==> src/rtl/det_sched.sv <==
// det_sched: sequencing/arbitration controller for the combinational 5x5
// determinant unit. Two requesters are arbitrated round-robin. The granted
// matrix is registered onto the unit's input. After SETTLE_CYCLES cycles the
// determinant is captured and returned on a valid/ready response channel,
// tagged with the requester ID.
//
// Ports:
//   clk, rst                   clock, synchronous active-high reset
//   req0_valid/ready/matriz    requester 0 job channel (200-bit row-major matrix)
//   req1_valid/ready/matriz    requester 1 job channel
//   matriz_out                 registered matrix driven to determinante.matriz
//   det_in                     determinant from determinante.det
//   resp_valid/ready           response handshake
//   resp_det, resp_id          captured determinant and issuing requester
//   busy                       controller is not idle
module det_sched #(
  parameter int unsigned SETTLE_CYCLES = 3  // legal range 1..15
) (
  input  logic         clk,
  input  logic         rst,
  input  logic         req0_valid,
  output logic         req0_ready,
  input  logic [199:0] req0_matriz,
  input  logic         req1_valid,
  output logic         req1_ready,
  input  logic [199:0] req1_matriz,
  output logic [199:0] matriz_out,
  input  logic [31:0]  det_in,
  output logic         resp_valid,
  input  logic         resp_ready,
  output logic [31:0]  resp_det,
  output logic         resp_id,
  output logic         busy
);

  typedef enum logic [1:0] {IDLE, SETTLE, RESP} state_t;

  localparam logic [3:0] LAST_CNT = 4'(SETTLE_CYCLES - 1);

  state_t     state;
  logic [3:0] cnt;
  logic       last_grant;
  logic       any_valid;
  logic       grant;

  // Round-robin: on a tie the requester that was not served last wins.
  always_comb begin
    any_valid = req0_valid | req1_valid;
    grant     = 1'b0;
    if (req0_valid && req1_valid) begin
      grant = ~last_grant;
    end else if (req1_valid) begin
      grant = 1'b1;
    end
  end

  assign req0_ready = (state == IDLE) && req0_valid && !grant;
  assign req1_ready = (state == IDLE) && req1_valid && grant;
  assign busy       = (state != IDLE);

  always_ff @(posedge clk) begin
    if (rst) begin
      state      <= IDLE;
      cnt        <= '0;
      last_grant <= 1'b1;
      matriz_out <= '0;
      resp_det   <= '0;
      resp_id    <= 1'b0;
      resp_valid <= 1'b0;
    end else begin
      case (state)
        IDLE: begin
          if (any_valid) begin
            matriz_out <= grant ? req1_matriz : req0_matriz;
            resp_id    <= grant;
            last_grant <= grant;
            cnt        <= '0;
            state      <= SETTLE;
          end
        end
        SETTLE: begin
          cnt <= cnt + 4'd1;
          // The unit is a multicycle path: sample only after the settle window.
          if (cnt == LAST_CNT) begin
            resp_det   <= det_in;
            resp_valid <= 1'b1;
            state      <= RESP;
          end
        end
        RESP: begin
          if (resp_ready) begin
            resp_valid <= 1'b0;
            state      <= IDLE;
          end
        end
        default: state <= IDLE;
      endcase
    end
  end

endmodule

==> config.mk <==
export PLATFORM = sky130hd
export DESIGN_NAME = det_sched
export DESIGN_NICKNAME = d
export VERILOG_FILES = /design/src/rtl/det_sched.sv
export SDC_FILE = /design/constraint.sdc
export NUM_CORES = 1
export LEC_CHECK = 0
export CAP_MARGIN = 30
export CORE_AREA = 5 5 256 258
export DETAILED_ROUTE_END_ITERATION = 6
export DIE_AREA = 0 0 261 263
export PLACE_DENSITY = 0.41
export SYNTH_ARGS = -nofsm -noshare
export SYNTH_HDL_FRONTEND = slang
export SYNTH_SLANG_ARGS = --single-unit
==> constraint.sdc <==
create_clock -name clk -period 1.9 [get_ports clk]
set_clock_uncertainty 0.1 [all_clocks]
set_input_delay 0.475 -clock clk [delete_from_list [all_inputs] [get_ports clk]]
set_output_delay 0.475 -clock clk [all_outputs]
set_load 0.02 [all_outputs]
==> results.yml, run 1 <==
run_status:
  status: "finished with violations"
  violations: "negative setup slack"
detailed_routing:
  ant_nets: 0
  drcViolationCount: 0
  via_count: 13000
  routedWlPerCell_um: 21.6
  avgViaCountPerCell: 4.53
  routed_wl_um: 62100
  dr.first_iter.drc_count: 796
  drtPass1Iterations: 5
sta:
  fmax_ghz: 0.494
  final-max-slew-violation-count: 0
  setup_ws_ns: -0.125
  fin_crit_ns: 2.03
  setup_violations: 3
  finalHoldViolations: 0
  rsz0062_at_grt: "yes"
  tightest_slew_ns: 0.506
  slew_headroom: 0.663
  min_period_over_period: 1.07
grt:
  grt_pass1_wl_um: 88900
  grt_util_all_layers: 0.166
  overflow: 0
  grt_pass1_vias: 13300
  grt_max_degree: 87
  antenna_found_initial: 13
final_layout:
  drive_gt1_frac: 0.110
  nNetsFinal: 2450
  final_area_um2: 20200
  syn_to_final_growth_pct: 84.8
  fin_util: 0.323
  fillers: 6609
  fin_cells: 2879
yosys:
  synth-adder-area-share: 0.00228
  synth-xor-area-share: 0.000799
  synth_edf_count: 0
  synth.top_cells.by_area: "dfxtp_1 44%, a311oi_1 14%, nand2_1 14%"
  synth_top_area_cell: "dfxtp_1"
  synth_top_family_by_area: "compound AO/OA/AOI/OAI gates"
  synth_seq_area_share: 0.440
  yosys_warnings: 0
  yosys.area_share.simple: 0.168
  async_flop_share: 0
  synth.avg_cell_area_um2: 8.19
  synth_area_um2: 11000
  ys_ff_latch: 241
  synth_top_area_frac: 0.440
  syn-instance-count: 1338
  synth_compound_area_frac: 0.304
  muxShareOfSynthArea: 0
  synthFlopType: "dfxtp_1"
  syn-num-nets: 1777
  ys_types: 35
placed_design:
  place_hpwl_um: 45500
  dp_cells: 2801
  gp_congestion: 0.793
  port_buffers: 673
  dpl_cell_area_um2: 19200
clock_tree:
  clock_latency_ns: 0.53
  cts_sinks: 241
  cts_max_level: 2
  clkTransAtPathRegs_ns: 0.06
  cts-root-buf: "clkbuf_16"
  cts_buffers: 35
  tritoncts: "yes"
  clk_path_buf_depth: 3
job:
  cap_violations: 0
hold_path:
  hold_class: "input port to register"
die:
  die_w_um: 261
  start_util: 0.175
  core.rowCount: 92
  dieHeight_um: 263
  dieArea_um2: 68600
  io_pins: 674
  core_area_um2: 62700
setup_path:
  critPathLaunchType: "register"
  crit_fanout: 4
  cp_slowest_cell: "dfxtp_4"
  required_ns: 1.32
  slowest_delay_ns: 0.36
  crit_buf_inv: 2
  setup.worst_path.class: "register to output port"
  arrival_ns: 1.45
  crit_top_cell: "buf_12"
  end_kind: "output port"
  path_cells: "a21boi_4 -> buf_12 -> nor2_4 -> buf_12"
  critPathTopFamily: "flip-flops"
power:
  p_per_area_nw_per_um2: 825
  leakagePower_nw: 8.28
  peakVddDrop_mv: 0.479
  power_mw: 16.7
where the power goes:
| group | switching (mW) | internal (mW) |
|---|---|---|
| Combinational | 2.46 | 2.24 |
| Sequential | 0.264 | 5.55 |
| Clock | 2.50 | 3.70 |
cells in the final DEF (no fill, tap or decap), types with 2 or more instances in the layout:
cell type	n
clkdlybuf4s50_1	433
nand2_1	403
dfxtp_1	239
a21oi_1	226
dlygate4sd2_1	217
a311oi_1	180
buf_4	64
buf_12	47
clkbuf_16	39
nand4_1	32
o21ai_1	21
a311oi_2	20
clkdlybuf4s15_1	13
o21ai_0	12
a21oi_2	11
buf_6	11
clkinv_2	6
clkbuf_8	6
diode_2	5
clkbuf_1	5
nor2_1	4
nor2_4	3
nand2b_1	3
nand2_2	2
nand3b_1	2
o211ai_1	2
nand3_1	2
ha_1	2
clkdlybuf4s15_2	2
layer usage:
metal | up-vias | GRT usage | wire length, um
li1 | 6229 | - | -
met1 | 6171 | 0.185 | 23200
met2 | 540 | 0.297 | 31400
met3 | 86 | 0.0593 | 5840
met4 | 12 | 0.0496 | 1550
met5 | - | 0 | 81
layout make-up:
type,instances,area (um2),area share
diodes,5,12.5,0.000618
multi-input cells,938,5250,0.259
inverters,3,18.8,0.000927
well taps,846,1060,0.0523
clock inverters,7,37.5,0.00185
clock buffers,47,1010,0.0501
repair buffers,792,8030,0.397
flip-flops and latches,241,4830,0.239
through the flow:
stage | setup slack, ns | hold slack, ns | TNS [ns]
2_1_floorplan | 0.136 | 0.366 | 0
3_3_place_gp | -0.477 | 0.353 | -69.84
3_5_place_dp | -0.492 | 0.351 | -72.94
4_1_cts | -0.170 | 0.150 | -0.509
5_1_grt | -0.186 | 0.168 | -0.454
6_report | -0.125 | 0.182 | -0.268
flip-flops by register name (all words and copies together), names as in the netlist:
signal,count
resp_id,1
resp_valid,1
cnt,4
resp_det,32
matriz_out,200
last_grant,1
state,2
worst paths after layout:
path / startpoint / endpoint / slack, ns / depth (start not counted)
worst max register to register: last_grant / resp_id / 0.04 / 11
worst max-delay path: last_grant / req0_ready / -0.13 / 4
worst min register to register: resp_valid / resp_valid / 0.35 / 2
worst min-delay path: rst / matriz_out[179] / 0.18 / 2
kinds of logic after synthesis:
kind of cell,after synthesis
simple gates,458
compound gates,477
buf+inv,159
xor+xnor,1
fa+ha+maj,2
flops,241
cell usage after synthesis, types with 2 or more instances:
| cell type | number |
|---|---|
| nand3_1 | 2 |
| a311oi_2 | 20 |
| clkbuf_2 | 3 |
| a21oi_2 | 10 |
| nand2_1 | 405 |
| nor2_1 | 7 |
| buf_6 | 20 |
| a311oi_1 | 180 |
| buf_2 | 76 |
| dfxtp_1 | 241 |
| o21ai_0 | 12 |
| a21oi_1 | 227 |
| buf_4 | 16 |
| nor2b_1 | 2 |
| clkbuf_1 | 39 |
| ha_1 | 2 |
| buf_8 | 2 |
| nand2b_1 | 3 |
| nand4_1 | 32 |
| o21ai_1 | 21 |
| o211ai_1 | 2 |
| inv_1 | 2 |
| nand3b_1 | 2 |
repair_timing:
item,CTS,global route
resized for setup,260,16
setup endpoints to repair,234,43
hold buffers,0,0
endpoints found under the hold margin,0,0
cloned,0,2
setup buffers,17,1
pin swaps,4,3
Note: power is estimated with default switching activity, not from simulation.
==> run 2: changes to the inputs <==
--- a/config.mk
+++ b/config.mk
@@ -10,6 +10,8 @@
 export DETAILED_ROUTE_END_ITERATION = 6
 export DIE_AREA = 0 0 261 263
 export PLACE_DENSITY = 0.41
+export RECOVER_POWER = 100
+export SKIP_LAST_GASP = 1
 export SYNTH_ARGS = -nofsm -noshare
 export SYNTH_HDL_FRONTEND = slang
 export SYNTH_SLANG_ARGS = --single-unit
==> run 2 against run 1 <==
The flow still finishes with violations (negative setup slack). Non-clock buffer count up 3. Hold slack about the same. Register-to-register slack worse by 0.09 ns. Fmax up 0.34%. Via count up 0.28%. Global-route usage about the same. Sequential share of layout area about the same. Worst setup slack better by 0.0070 ns. Final cell count up 0.10%. Sequential power about the same. Wire length up 1.0%. Critical path depth unchanged. Largest power group unchanged. Highest routed layer unchanged.
==> results.yml, run 2 (synthesis results as in run 1) <==
setup_path:
  arrival_ns: 1.44
  crit_fanout: 4
  required_ns: 1.32
  reg2regPathDepth: 11
  path_cells: "a21boi_4 -> buf_12 -> nor2_4 -> buf_12"
  path_depth: 4
  cp_slowest_cell: "dfxtp_4"
  crit_buf_inv: 2
  crit_top_cell: "buf_12"
  setup.worst_path.class: "register to output port"
  end_kind: "output port"
  critPathTopFamily: "flip-flops"
  slowest_delay_ns: 0.35
  critPathLaunchType: "register"
grt:
  grt_pass1_wl_um: 89000
  antenna_found_initial: 13
  overflow: 0
  grt_pass1_vias: 13300
  grt_util_all_layers: 0.166
  grt_max_degree: 87
detailed_routing:
  routed_wl_um: 62700
  routedWlPerCell_um: 21.8
  dr.first_iter.drc_count: 814
  via_count: 13100
  avgViaCountPerCell: 4.54
  drtPass1Iterations: 5
  drcViolationCount: 0
  ant_nets: 0
placed_design:
  dpl_cell_area_um2: 19200
  place_hpwl_um: 45500
  gp_congestion: 0.793
  port_buffers: 673
die:
  die_w_um: 261
  start_util: 0.175
  dieArea_um2: 68600
  dieHeight_um: 263
  io_pins: 674
  core_area_um2: 62700
  core.rowCount: 92
clock_tree:
  clkTransAtPathRegs_ns: 0.06
  clk_path_buf_depth: 3
  cts_buffers: 35
  cts-root-buf: "clkbuf_16"
  cts_sinks: 241
  clock_latency_ns: 0.53
  cts_hold_buf: 0
  tritoncts: "yes"
  cts_max_level: 2
hold_path:
  hold_path_depth: 2
  hold_class: "input port to register"
sta:
  finalHoldViolations: 0
  setup_violations: 4
  min_period_over_period: 1.06
  final-max-slew-violation-count: 0
  hold_slack_ns: 0.182
  fmax_ghz: 0.496
  slew_headroom: 0.654
  finalSetupTns_ns: -0.366
  tightest_slew_ns: 0.519
  setup_ws_ns: -0.118
  rsz0062_at_grt: "yes"
  fin_crit_ns: 2.02
final_layout:
  regMostFlops: "matriz_out"
  syn_to_final_growth_pct: 85.1
  drive_gt1_frac: 0.112
  final_cell_mix: "433 x clkdlybuf4s50_1, 403 x nand2_1, 238 x dfxtp_1"
  layout_commonest_cell: "clkdlybuf4s50_1"
  largestRegisters: "matriz_out x200, resp_det x32, cnt x4"
  largest_reg_flops: 200
  final_area_um2: 20300
  nNetsFinal: 2453
job:
  cap_violations: 0
run_status:
  violations: "negative setup slack"
  status: "finished with violations"
power:
  leakagePower_nw: 8.31
  peakVddDrop_mv: 0.483
  p_per_area_nw_per_um2: 825
## run 2: changes by cell type in the layout (fill, tap and decap cells not counted)
cell / change
dfxtp_1: -1
buf_6: -7
dfxtp_2: +1
buf_4: +8
clkbuf_16: +2
## run 2: final timing paths
kind	to	slack (ns)	startpoint
min reg2reg	resp_valid	0.35	resp_valid
max	req0_ready	-0.12	last_grant
min	matriz_out[179]	0.18	rst
max reg2reg	resp_id	-0.05	last_grant
## run 2: through the flow
stage          instances  total power, mW  utilization  worst slack (ns)
3_5_place_dp        2801             10.9        0.306            -0.492
5_1_grt             2881             17.5        0.323            -0.175
3_3_place_gp        2801             10.9        0.306            -0.477
4_1_cts             2872             16.9        0.321            -0.170
6_report            2882             16.7        0.323            -0.118
2_1_floorplan       1338             8.03            -             0.136
## run 2: routing by layer
metal	up-vias	GRT usage	wire (um)
met1	6228	0.185	23500
met2	514	0.297	31800
met5	-	0	81
met4	12	0.0496	1610
met3	89	0.0593	5810
li1	6232	-	-
## run 2: power breakdown
group          switching (mW)  internal [mW]
clock                    2.49           3.69
sequential              0.264           5.55
combinational            2.48           2.26
total                    5.23           11.5
## run 2: layout make-up
| cell class | instances | area [um2] |
|---|---|---|
| repair buffers | 795 | 8060 |
| fillers | 6610 | 42500 |
| diodes | 5 | 12.5 |
| well taps | 846 | 1060 |
| flip-flops and latches | 241 | 4830 |
| inverters | 3 | 18.8 |
| clock buffers | 47 | 1010 |
| clock inverters | 7 | 37.5 |
| multi-input cells | 938 | 5250 |
## run 2: what timing repair did
item | 4_1_cts | 5_1_grt
buffers inserted | 17 | 3
setup endpoints to repair | 234 | 53
pin swaps | 2 | 6
resized for setup | 257 | 13
gates cloned | 0 | 4
==> run 3: changes to the inputs <==
--- a/config.mk
+++ b/config.mk
@@ -12,6 +12,7 @@
 export PLACE_DENSITY = 0.41
 export RECOVER_POWER = 100
 export SKIP_LAST_GASP = 1
+export SLEW_MARGIN = 20
 export SYNTH_ARGS = -nofsm -noshare
 export SYNTH_HDL_FRONTEND = slang
 export SYNTH_SLANG_ARGS = --single-unit
==> results of run 3 <==
No change in the layout: final DEF, timing and power equal those of run 2.
